--- src/rtl/noc_params.sv ---
// Shared NoC types: flit type tag and the flit payload struct.
package noc_params;

    localparam int unsigned FLIT_WIDTH = 32;

    typedef enum logic [1:0] {
        HEAD     = 2'd0,
        BODY     = 2'd1,
        TAIL     = 2'd2,
        HEADTAIL = 2'd3
    } flit_type_t;

    typedef struct packed {
        flit_type_t             flit_type;
        logic [FLIT_WIDTH-1:0]  data;
    } flit_t;

endpackage

--- src/rtl/circular_buffer.sv ---
// Circular flit FIFO: storage, read/write pointers, occupancy count and
// empty/full/overflow indication. Combinational read of the head entry.
module circular_buffer
    import noc_params::*;
#(
    parameter int unsigned DEPTH = 8
) (
    input  logic  clk,
    input  logic  rst,
    input  logic  write_req,
    input  flit_t wr_data,
    input  logic  pop,
    output flit_t rd_data_c,
    output logic  empty_c,
    output logic  full_c,
    output logic  overflow_c
);

    localparam int unsigned PTR_W = (DEPTH > 1) ? $clog2(DEPTH) : 1;
    localparam int unsigned CNT_W = PTR_W + 1;

    flit_t              mem [DEPTH];
    logic [PTR_W-1:0]   rd_ptr;
    logic [PTR_W-1:0]   wr_ptr;
    logic [CNT_W-1:0]   count;
    logic               push;

    // A pop in the same cycle frees a slot, so a write into a full FIFO is accepted then.
    always_comb begin
        empty_c    = (count == CNT_W'(0));
        full_c     = (count == CNT_W'(DEPTH));
        push       = write_req & (~full_c | pop);
        overflow_c = write_req & full_c & ~pop;
        rd_data_c  = mem[rd_ptr];
    end

    // Payload storage; contents are don't-care until written, so no reset.
    always_ff @(posedge clk) begin
        if (push) begin
            mem[wr_ptr] <= wr_data;
        end
    end

    // Pointers wrap naturally at DEPTH (power of two); count tracks occupancy.
    always_ff @(posedge clk) begin
        if (rst) begin
            rd_ptr <= '0;
            wr_ptr <= '0;
            count  <= '0;
        end else begin
            if (push) begin
                wr_ptr <= wr_ptr + PTR_W'(1);
            end
            if (pop) begin
                rd_ptr <= rd_ptr + PTR_W'(1);
            end
            case ({push, pop})
                2'b10:   count <= count + CNT_W'(1);
                2'b01:   count <= count - CNT_W'(1);
                default: count <= count;
            endcase
        end
    end

endmodule

--- src/rtl/flit_input_buffer.sv ---
// Per-input-port flit buffer with credit-based flow control feeding one
// request bit of the switch allocator.
module flit_input_buffer
    import noc_params::*;
#(
    parameter int unsigned BUFFER_SIZE      = 8,
    parameter int unsigned DOWNSTREAM_DEPTH = 8
) (
    input  logic  clk,
    input  logic  rst,
    input  logic  flit_valid_i,
    input  flit_t flit_i,
    output logic  credit_o,
    output logic  request_o,
    input  logic  grant_i,
    output flit_t flit_o,
    output logic  flit_valid_o,
    input  logic  credit_i,
    output logic  empty_o,
    output logic  full_o,
    output logic  error_o
);

    localparam int unsigned CRED_W = $clog2(DOWNSTREAM_DEPTH) + 1;

    logic [CRED_W-1:0] cred_cnt;
    logic              pop;
    logic              overflow;
    logic              cred_full;

    circular_buffer #(
        .DEPTH (BUFFER_SIZE)
    ) u_buf (
        .clk        (clk),
        .rst        (rst),
        .write_req  (flit_valid_i),
        .wr_data    (flit_i),
        .pop        (pop),
        .rd_data_c  (flit_o),
        .empty_c    (empty_o),
        .full_c     (full_o),
        .overflow_c (overflow)
    );

    // Request depends only on registered state, so no loop through the arbiter.
    always_comb begin
        cred_full    = (cred_cnt == CRED_W'(DOWNSTREAM_DEPTH));
        request_o    = ~empty_o & (cred_cnt != CRED_W'(0));
        pop          = request_o & grant_i;
        flit_valid_o = pop;
    end

    // Downstream credit tracking; an unsolicited credit at the ceiling saturates.
    always_ff @(posedge clk) begin
        if (rst) begin
            cred_cnt <= CRED_W'(DOWNSTREAM_DEPTH);
        end else begin
            case ({pop, credit_i})
                2'b10:   cred_cnt <= cred_cnt - CRED_W'(1);
                2'b01:   cred_cnt <= cred_full ? cred_cnt : cred_cnt + CRED_W'(1);
                default: cred_cnt <= cred_cnt;
            endcase
        end
    end

    // Upstream credit return one cycle after each pop, plus sticky error flag.
    always_ff @(posedge clk) begin
        if (rst) begin
            credit_o <= 1'b0;
            error_o  <= 1'b0;
        end else begin
            credit_o <= pop;
            if (overflow || (credit_i && !pop && cred_full)) begin
                error_o <= 1'b1;
            end
        end
    end

endmodule

--- config.mk ---
export PLATFORM = sky130hd
export DESIGN_NAME = flit_input_buffer
export DESIGN_NICKNAME = d
export VERILOG_FILES = /design/src/rtl/noc_params.sv /design/src/rtl/circular_buffer.sv /design/src/rtl/flit_input_buffer.sv
export SDC_FILE = /design/constraint.sdc
export NUM_CORES = 1
export LEC_CHECK = 0
export CORE_ASPECT_RATIO = 1.1
export CORE_MARGIN = 1.5
export CORE_UTILIZATION = 61
export CTS_BUF_LIST = sky130_fd_sc_hd__clkbuf_8
export DETAILED_ROUTE_END_ITERATION = 16
export PLACE_DENSITY = 0.82
export SYNTH_ARGS = -nofsm -noshare
export SYNTH_HDL_FRONTEND = slang
export SYNTH_HIERARCHICAL = 1
export SYNTH_SLANG_ARGS = --single-unit
--- constraint.sdc ---
create_clock -name clk -period 6.2 [get_ports clk]
set_clock_uncertainty 0.2 [all_clocks]
set_input_delay 0.93 -clock clk [delete_from_list [all_inputs] [get_ports clk]]
set_output_delay 0.93 -clock clk [all_outputs]
set_load 0.01 [all_outputs]
Word-level counts from Yosys, hierarchy flattened
Memories as Yosys holds them, arrays and structs flattened. A register that Yosys moved wholly into a read port is not among the register bits.
Index checks and enable logic that the tools add are counted.
Word-level totals
  flip-flop bits (word level): 16
  bits in writable memories: 272
  bits of input ports: 39
  output and inout bits: 40
  logic and storage cells: 45
  memories: 1
Memory list
  u_buf.mem: depth 8, bits a word 34, rd ports 1, clocked after Yosys merged registers in 1, write ports 1, RTL line circular_buffer.sv:22  | flit_t mem [DEPTH];
Operators by class
  add/sub/neg operators: 6
  equality and inequality tests: 7
  muxes and demuxes: 7
  bitwise gates (word level): 9
  reduce and logical (&&, ||, !) cells: 9
Operators by type and width (number)
  $pmux W4 S2: 2
  $add A4 B1 Y4 const B: 2
  $eq A4 B4 Y1 const B: 2
  $sub A4 B1 Y4 const B: 2
  $add A3 B1 Y3 const B: 2
  $mux W3: 2
  $and A1 B1 Y1: 5
  $eq A2 B1 Y1 const B: 2
  $eq A2 B2 Y1 const B: 2
  $logic_not A4 Y1: 1
  $mux W4: 1
  $reduce_bool A2 Y1: 2
  $reduce_bool A4 Y1: 1
  $not A1 Y1: 3
  $logic_and A1 B1 Y1: 2
  $mux W1: 2
  $ne A2 B2 Y1 const B: 1
  $reduce_and A2 Y1: 1
  $logic_not A1 Y1: 1
  $logic_or A1 B1 Y1: 1
  $or A1 B1 Y1: 1

Longest topological paths before layout
Gate-level depths: netlist (run 1).
  word-level depth: 8
  gate-level depth with buffers: 10
  gate-level depth less buffers: 9

Hierarchy
Netlist (run 1), hierarchy kept.
Modules (own cells, without submodules)
  circular_buffer: instances 1, cells each 475, area each 10906.7 µm², seq. area each 8428.1 µm²
  flit_input_buffer: instances 1, cells each 43, area each 406.6 µm², seq. area each 120.1 µm²

Worst setup path after synthesis (run 1)
No wires, ideal clock.
  kind: input to register
  from: input port grant_i
  to: memory u_buf/mem[0][0] in the netlist's numbering (enable)
  setup time: 0.510 ns
  data arrival time: 5.215 ns
  required time: 5.490 ns
  setup slack: 0.274 ns
  cell stages on the path: 5
  path buffers: 1
  cells stage by stage: nand2b_1 > nor2_1 > buf_1 > o21ai_0 > nor4_1
Between the ends
  longest elaborated chain between the ends: 5
RTL lines
  start, declared: RTL line flit_input_buffer.sv:15  | input logic grant_i,
  $and A1 B1 Y1: RTL line flit_input_buffer.sv:49  | pop = request_o & grant_i;
  named net flit_valid_o: RTL line flit_input_buffer.sv:17  | output logic flit_valid_o,
  $or A1 B1 Y1: RTL line circular_buffer.sv:32  | push = write_req & (~full_c | pop);
  $and A1 B1 Y1: RTL line circular_buffer.sv:32
  $mux W1: RTL line circular_buffer.sv:39  | if (push) begin
  $mux W1 (not written as such): RTL line circular_buffer.sv:40  | mem[wr_ptr] <= wr_data;
  end, declared: RTL line circular_buffer.sv:22
The timed path passes the listed nets, and every way through them passes these cells.

==> impl_summary.md, run 1 <==
Status
The run finished with clean final reports.

Clock network
The total number of clock tree sinks is 291. The number of clock buffers added by TritonCTS is 44. The H-tree generated during clock tree synthesis spans 2 levels. TritonCTS built the clock tree. In this run, post-CTS repair resized a total of 0 instances. The clock tree root driver cell is clkbuf_8. After clock tree synthesis, the flow added hold-fix buffers numbering 0. Clock-pin slew was measured on the worst setup and hold paths at about 60 ps. The maximum count of clock buffers along a single path is 3.

The post-CTS setup repair buffer count is 0. The clock latency of the later-clocked register in the worst-skew pair is 520 ps.

Drt
The final antenna-violating net count is 0. Summed over all layers, the routed wires come to 19970 µm. The average wire per cell in the routed design is ~22 µm. The total number of vias is 5332.

The number of violations reported at the end of detailed-routing iteration 0 is 395. For this run, design rule violations remaining after detail routing come to 0. The detailed-router iteration count before antenna repair is 5. Dividing the detail-routed via count by the number of cells gives 5.892.

Worst hold path
The cell depth of the worst hold path is 2. The worst hold path belongs to the class reg -> reg. The startpoint identified for the worst hold timing path is u_buf/rd_ptr[1].

STA
The slew at the pin with the worst max-slew slack is between 1000 and 1500 ps. The final count of pins violating max slew is 0. Setup repair after global routing left no endpoint under its margin. The clock period could shrink to 4317 ps. The number of endpoints with negative hold slack in the final report is 0.

The achievable frequency is approximately 230 MHz. Setup violations remaining at the end of the flow were counted as 0. The part of the cycle the worst path needs is 0.6964. Adding up every negative setup slack in the final design gives 0 ps.

In this run the tightest slew margin relative to its limit is 0.1550.

GRT
The number of antenna violations at the first check in global routing is 0. The via count of the first global-routing pass came to 5879. Across every metal layer, demand over resource in global routing totals 0.2215. The overflow left after global routing is 0.

Entering global routing, the biggest net connects 69 pins. The first-pass GRT wire length is 32290 µm.

Yosys
Among all flip-flop cells after synthesis, the most frequent one is edfxtp_1. The share of synthesized area occupied by flip-flops and latches is 0.7556. The count of flip-flops with a built-in enable after synthesis is 272.

The netlist uses 49 different library cells. The gate count after technology mapping is slightly above 500. A synthesized cell averages about 22 µm².

The post-synthesis register bit count is slightly below 300. After synthesis, the share of flip-flops with an asynchronous set or reset is 0. The cell area after synthesis is 11310 µm². During synthesis, Yosys emitted a total of 6 warnings. When the netlist entered floorplanning its net count stood at between 500 and 600.

Placed design
Routability-driven placement finished with a final weighted congestion of 0.7118. Once placement completed, the tool counted placed cells totaling 825. Detailed placement ended at an HPWL of 11750 µm. The number of port buffers is a little under 80.

Floorplan
The die covers 19370 µm². The starting utilization of the core area is 0.6188. The number of I/O pins is 79. The core region is 18280 µm². The floorplan has 52 rows. In this run the horizontal extent of the chip is 132.8 µm. The floorplan step set the die height to roughly 150 µm.

Power and ir drop
In this run the power density over the cells is 381.6 nW/µm². The power share of the sequential group is 0.484. For this design the static power due to leakage is 4.210 nW.

Of the total power, combinational logic draws 0.248. The internal cell power is 3.700 mW. The net load switching power is 1.325 mW.

The share of total power dissipated in the clock network is 0.268. The maximum vdd drop is ~0.3 mV. The switching share of power is 0.2637.

Layout
Once layout is complete, the cells apart from fillers number 905. In the final design database the tool counted around 670 nets. The number of diodes is 0.

The sequential cell area is ~8600 µm². The area growth from synthesis to layout is 16.39%. In the final layout, the multi-input gates occupy 2669 µm².

The total of fill cells in the finished design is 1017. In the final layout, the share of cells above drive strength 1 is 0.2825.

Setup path
By startpoint and endpoint, the worst setup path is classified as reg -> out. The endpoint identified for the worst register-to-register timing path is u_buf/mem[6][20]. The data required time of the worst path is 5070 ps.

The largest stage delay on the critical path is roughly 780 ps. The startpoint of the most critical register-to-register path is u_buf/count[1]. The worst register-to-register path has a setup slack of 2240 ps. The cell type group with the largest total delay on the critical path is buffers and inverters.

The slowest stage of the critical path is the dfxtp_4 cell. The sort of element at the start of the critical path is a flip-flop. For the worst flop-to-flop path, the logic depth is 6. Traced cell by cell, the critical path runs through buf_4, mux4_2, mux2_2, clkdlybuf4s50_1. The worst setup path is captured at an output pin. The number of buffers and inverters on the critical path is 2. Along the worst path, the maximum fanout reaches 32. Data arrives at the worst endpoint at between 3000 and 4000 ps.

Run
Across the run, the number of max-cap violations was 0.
==> per-layer routing <==
metal	vias up	part of all wire	GRT usage
li1	2388	-	-
met1	2746	0.40	0.3002
met2	175	0.52	0.3695
met3	23	0.061	0.04702
met4	0	0.015	0.06593
met5	-	0	0
==> logic make-up (layout without fill, tap and decap cells) <==
kind of cell    count (synthesis)  count (layout)  synth area share
compound gates                 22              22           0.01493
xor+xnor                        4               4          0.003097
fa+ha+maj                       6               6          0.007299
buf+inv                        28             172           0.01283
flops                         291             291            0.7556
mux                           109             109            0.1761
simple gates                   58              58           0.03019
==> cells in the mapped netlist, drive strengths merged (4+ instances only) <==
cell type / count / area [µm²]
mux2i: 4 / 40.04
o21ai: 7 / 35.03
ha: 5 / 62.56
clkbuf: 11 / 41.29
nand2b: 4 / 25.02
nor2b: 6 / 37.54
nor2: 18 / 67.56
mux4: 68 / 1531
nor3: 10 / 50.05
buf: 14 / 92.58
mux2: 37 / 420.4
edfxtp: 272 / 8168
dfxtp: 19 / 380.4
==> power groups by stage <==
| stage | Combinational, mW | Clock (mW) | Sequential (mW) |
|---|---|---|---|
| after global routing | 1.35 | 1.47 | 2.46 |
| after global placement | 1.23 | 0 | 2.47 |
| after floorplan | 0.931 | 0 | 2.36 |
| after detailed placement | 1.25 | 0 | 2.48 |
| final | 1.25 | 1.35 | 2.43 |
| after CTS | 1.27 | 1.38 | 2.44 |
==> cells in the final DEF, fill, tap and decap left out, drive strengths merged, types with 5 or more instances in the layout <==
cell and n:
clkinv 16, inv 20, mux2 37, buf 11
ha 5, clkbuf 45, dfxtp 19, nor3 10
clkdlybuf4s50 78, mux4 68, edfxtp 272, nor2b 6
o21ai 7, nor2 18
==> cell type report <==
| class | count | share of cell area |
|---|---|---|
| clock buffers | 45 | 0.04704 |
| repair buffers | 89 | 0.06556 |
| flip-flops and latches | 291 | 0.6498 |
| multi-input cells | 199 | 0.2027 |
| well taps | 243 | 0.02309 |
| inverters | 3 | 0.0008552 |
| clock inverters | 35 | 0.01093 |
==> registers in the layout, indices dropped and copies added (netlist names), named ones only <==
name / flops
u_buf/count: 4
credit_o: 1
u_buf/wr_ptr: 3
cred_cnt: 4
u_buf/rd_ptr: 3
u_buf/mem: 272
error_o: 1
==> worst reg2reg max path, stage by stage (launching register included) <==
cell and delay [ps]:
dfxtp_1 460, nor4_1 140, nand2b_1 250, nor2_1 730, o21ai_0 550, nor3_2 760, buf_4 500
==> metrics by stage <==
step | total power [mW] | setup slack (ps) | cell area (µm²) | utilization | hold WS (ps)
CTS | 5.080 | 1785 | 13170 | 0.7202 | 330.7
global route | 5.275 | 1649 | 13170 | 0.7202 | 375.1
detailed placement | 3.734 | 1646 | 12400 | 0.6785 | 315.4
finish | 5.025 | 1883 | 13170 | 0.7202 | 327.4
floorplan | 3.287 | 274.2 | 11310 | - | 284.7
global placement | 3.696 | 1847 | 12400 | 0.6785 | 301.5
==> worst max path at each step <==
stage	start	to	slack, ps	cells past startpoint
floorplan	grant_i	u_buf/mem[0][0]	270	5
global placement	grant_i	u_buf/mem[6][10]	1850	6
detailed placement	grant_i	u_buf/mem[6][12]	1650	6
CTS	flip-flop	flit_o[23]	1780	4
global route	flip-flop	flit_o[23]	1650	4
finish	flip-flop	flit_o[23]	1880	4
(Power assumes the default switching activity.)
==> inputs of run 2 (changes only) <==
CORE_UTILIZATION = 55   (was 61)
PLACE_DENSITY = 0.78   (was 0.82)
clock period = 3.7 ns   (was 6.2 ns; I/O delays follow)
==> run 2 against run 1 <==
Against the previous run:
- the run now ends with DRC left
- via count increased by 0.11%
- first-iteration DRC count decreased by 13%
- core utilization decreased by 5.6 points
- global-route usage decreased by 2.4 points
- final cell count increased by 2.0%
- count of clock-buffer cells in the layout decreased by 2
- clock power increased by 64%
- flip-flop and latch count unchanged
- sequential power increased by 62%
- largest cell class unchanged
- highest routed layer unchanged
==> impl_summary.md, run 2 (same netlist as run 1, synthesis figures left out) <==
Setup path
The number of buffers and inverters on the critical path is 2 (unchanged). The cell type group with the largest total delay on the critical path is buffers and inverters (unchanged). The standard cell with the maximum stage delay on the critical path is mux4_2 (was dfxtp_4).

The maximum net fanout on the critical path came to 28 (was 32). Cell-by-cell trace of the critical path: buf_4, mux4_2, mux2_2, clkdlybuf4s50_1 (unchanged). The classification of the worst setup path is reg -> out (unchanged). The element type at the critical path end is an output pin (unchanged). The sort of element at the start of the critical path is a flip-flop (unchanged). The slack of the worst reg-to-reg path is 650 ps (was 2240 ps). The largest stage delay on the critical path came to 610 ps (was 780 ps). The data required time of the worst path is 2940 ps (was 5070 ps). The data arrival at the endpoint of the critical path is 2750 ps (was 3190 ps).

Clock network
The total number of clock tree sinks is 291 (unchanged). The number of buffers inserted during clock tree synthesis is 43 (was 44). The clock tree root driver cell is clkbuf_8 (unchanged). The number of H-tree levels is 2 (unchanged).

The clock edge transition at the registers on the reported setup and hold paths is 70 ps (was 60 ps). The clock tree from TritonCTS is yes (unchanged). The maximum count of clock buffers along a single path came to 3 (unchanged).

The clock latency of the later-clocked register in the worst-skew pair is 530 ps (was 520 ps). The post-CTS resize count is 0 (unchanged). The post-CTS setup repair buffer count is 0 (unchanged). The total of hold buffers inserted after clock tree synthesis is 0 (unchanged).

Power and ir drop
The internal cell power is 6.193 mW (was 3.700 mW). The total power after layout was 8.442 mW (was 5.025 mW). The power share of the sequential group was 0.466 (was 0.484). The clock share of power was 0.263 (was 0.268). The switching share of power is 0.2664 (was 0.2637). The maximum vdd drop was 0.4572 mV (was 0.3006 mV).

The fraction of power consumed by combinational cells is 0.271 (was 0.248). The power density over the cells was 635.3 nW/µm² (was 381.6 nW/µm²). The net load switching power is 2.249 mW (was 1.325 mW). The leakage power is 4.290 nW (was 4.210 nW).

STA
Unrepaired setup endpoints after global routing: no (unchanged). Static timing analysis puts the maximum clock frequency at 284.9 MHz. The final count of negative-setup-slack endpoints was 0 (unchanged). The slew at the pin with the worst max-slew slack was 876.7 ps (was 1264 ps). The worst slew margin relative to its limit is 0.4137 (was 0.1550).

Counting I/O delays and the setup requirement, the final critical path takes 3509 ps. The final count of pins violating max slew is 0 (unchanged). The number of endpoints with negative hold slack in the final report is 0 (unchanged). Dividing the final minimum period by the clock period gives 0.9485.

Placed design
The HPWL reported at the end of detailed placement is 12190 µm (was 11750 µm). The routability congestion estimate from global placement was 0.7039 (was 0.7118). The cell total after placement is 845 (was 825). The number of port buffers is 78 (unchanged).

The placed cell area was 12550 µm² (was 12400 µm²).

Floorplan
The die height is 153.4 µm (was 145.8 µm). The core box area came to 20000 µm² (was 18280 µm²). The number of I/O pins came to 79 (unchanged). The overall die area is 21440 µm² (was 19370 µm²). The number of placement rows is 54 (was 52).

The starting utilization of the core area is 0.5657 (was 0.6188). The die span in x is 139.7 µm (was 132.8 µm).

GRT
The largest net degree at the start of global routing came to 41 (was 69). The via count of the first global-routing pass is 5718 (was 5879). The first-pass GRT wire length is 32140 µm (was 32290 µm). The number of antenna violations at the first check in global routing is 0 (unchanged).

The overflow left after global routing was 0 (unchanged). The total global-route track usage is 0.1975 (was 0.2215).

Drt
The final antenna-violating net count is 0 (unchanged). The post-route DRC violation count is 3 (was 0). The total number of vias was 5338 (was 5332). The post-detailed-route via-to-cell ratio was 5.783 (was 5.892). The detailed-router iteration count before antenna repair came to 11 (was 5).

The total routed wirelength is 20220 µm (was 19970 µm). The number of violations reported at the end of detailed-routing iteration 0 was 342 (was 395). The average wire per cell in the routed design is 21.91 µm (was 22.07 µm).

Layout
The number of diodes is 0 (unchanged). The total of fill cells in the finished design came to 1277 (was 1017). The final non-filler cell area came to 13290 µm² (was 13170 µm²). The signed area change from the synthesized netlist to the final layout came to 17.46% (was 16.39%). Most frequent cells in the layout: edfxtp_1, clkdlybuf4s50_1, mux4_2 (unchanged).

The register with the highest flop count was u_buf/mem (unchanged). The number of nets at the end of the flow is 683 (was 673). Largest registers: u_buf/mem (272), cred_cnt (4), u_buf/count (4) (unchanged). The leading cell type in the layout, fill and taps excluded is edfxtp_1 (unchanged). The filler-free cell count of the finished design is 923 (was 905). The fraction of final layout cells sized beyond drive strength 1 is 0.2921 (was 0.2825). The number of flip-flops under the largest register name was 272 (unchanged).

Run
The number of violations of the max-capacitance limit is 0 (unchanged).

Worst hold path
The type of the worst min-delay path is reg -> reg (unchanged).

Status
Outcome: finished, violations left (was finished clean). The final reports fail on DRC.
-- run 2: worst paths after layout --
| path | start | end | depth (start not counted) |
|---|---|---|---|
| max | flip-flop | flit_o[3] | 4 |
| max reg2reg | u_buf/count[1] | cred_cnt[3] | 8 |
| min reg2reg | u_buf/rd_ptr[2] | flip-flop | 2 |
| min | u_buf/rd_ptr[2] | flip-flop | 2 |
-- run 2: per-layer routing --
layer  track usage  up-vias  share of wire  wire, µm
li1              -     2397              -         -
met4       0.05815        0          0.017       350
met5             0        -              0         0
met3       0.04292       30          0.059      1188
met2        0.3336      154           0.52     10480
met1        0.2614     2757           0.41      8203
-- run 2: power by group through the flow --
stage / registers, mW / clock network [mW] / logic [mW]
detailed placement: 4.01 / 0 / 2.31
floorplan: 3.94 / 0 / 1.56
global route: 3.96 / 2.41 / 2.45
CTS: 3.94 / 2.28 / 2.32
finish: 3.94 / 2.22 / 2.29
global placement: 3.99 / 0 / 2.25
-- run 2: stage by stage --
step                      TNS [ps]  hold slack, ps  setup WS, ps  utilization
after global placement           0           310.2         567.1       0.6276
after floorplan            -122740           284.7         -1035            -
after CTS                        0           353.7         112.6       0.6645
after detailed placement         0           333.0         444.0       0.6276
final                            0           347.3         190.6       0.6645
after global routing             0           384.6         31.45       0.6645
-- run 2: cell type report --
cell class              count  area, µm²  area share
clock inverters            35      146.4     0.01102
flip-flops and latches    291       8557      0.6439
repair buffers            100      983.4     0.07400
clock buffers              43      591.8     0.04453
well taps                 252      315.3     0.02373
multi-input cells         199       2684      0.2020
inverters                   3      11.26   0.0008474
-- run 2: worst register-to-register path: cells and delay by family, from the launching register on --
kind	cells	cell delay, ps
and+or+nand+nor	5	1540
DFF	1	380
adders and majority gates	1	430
AOI/OAI and AO/OA	2	360
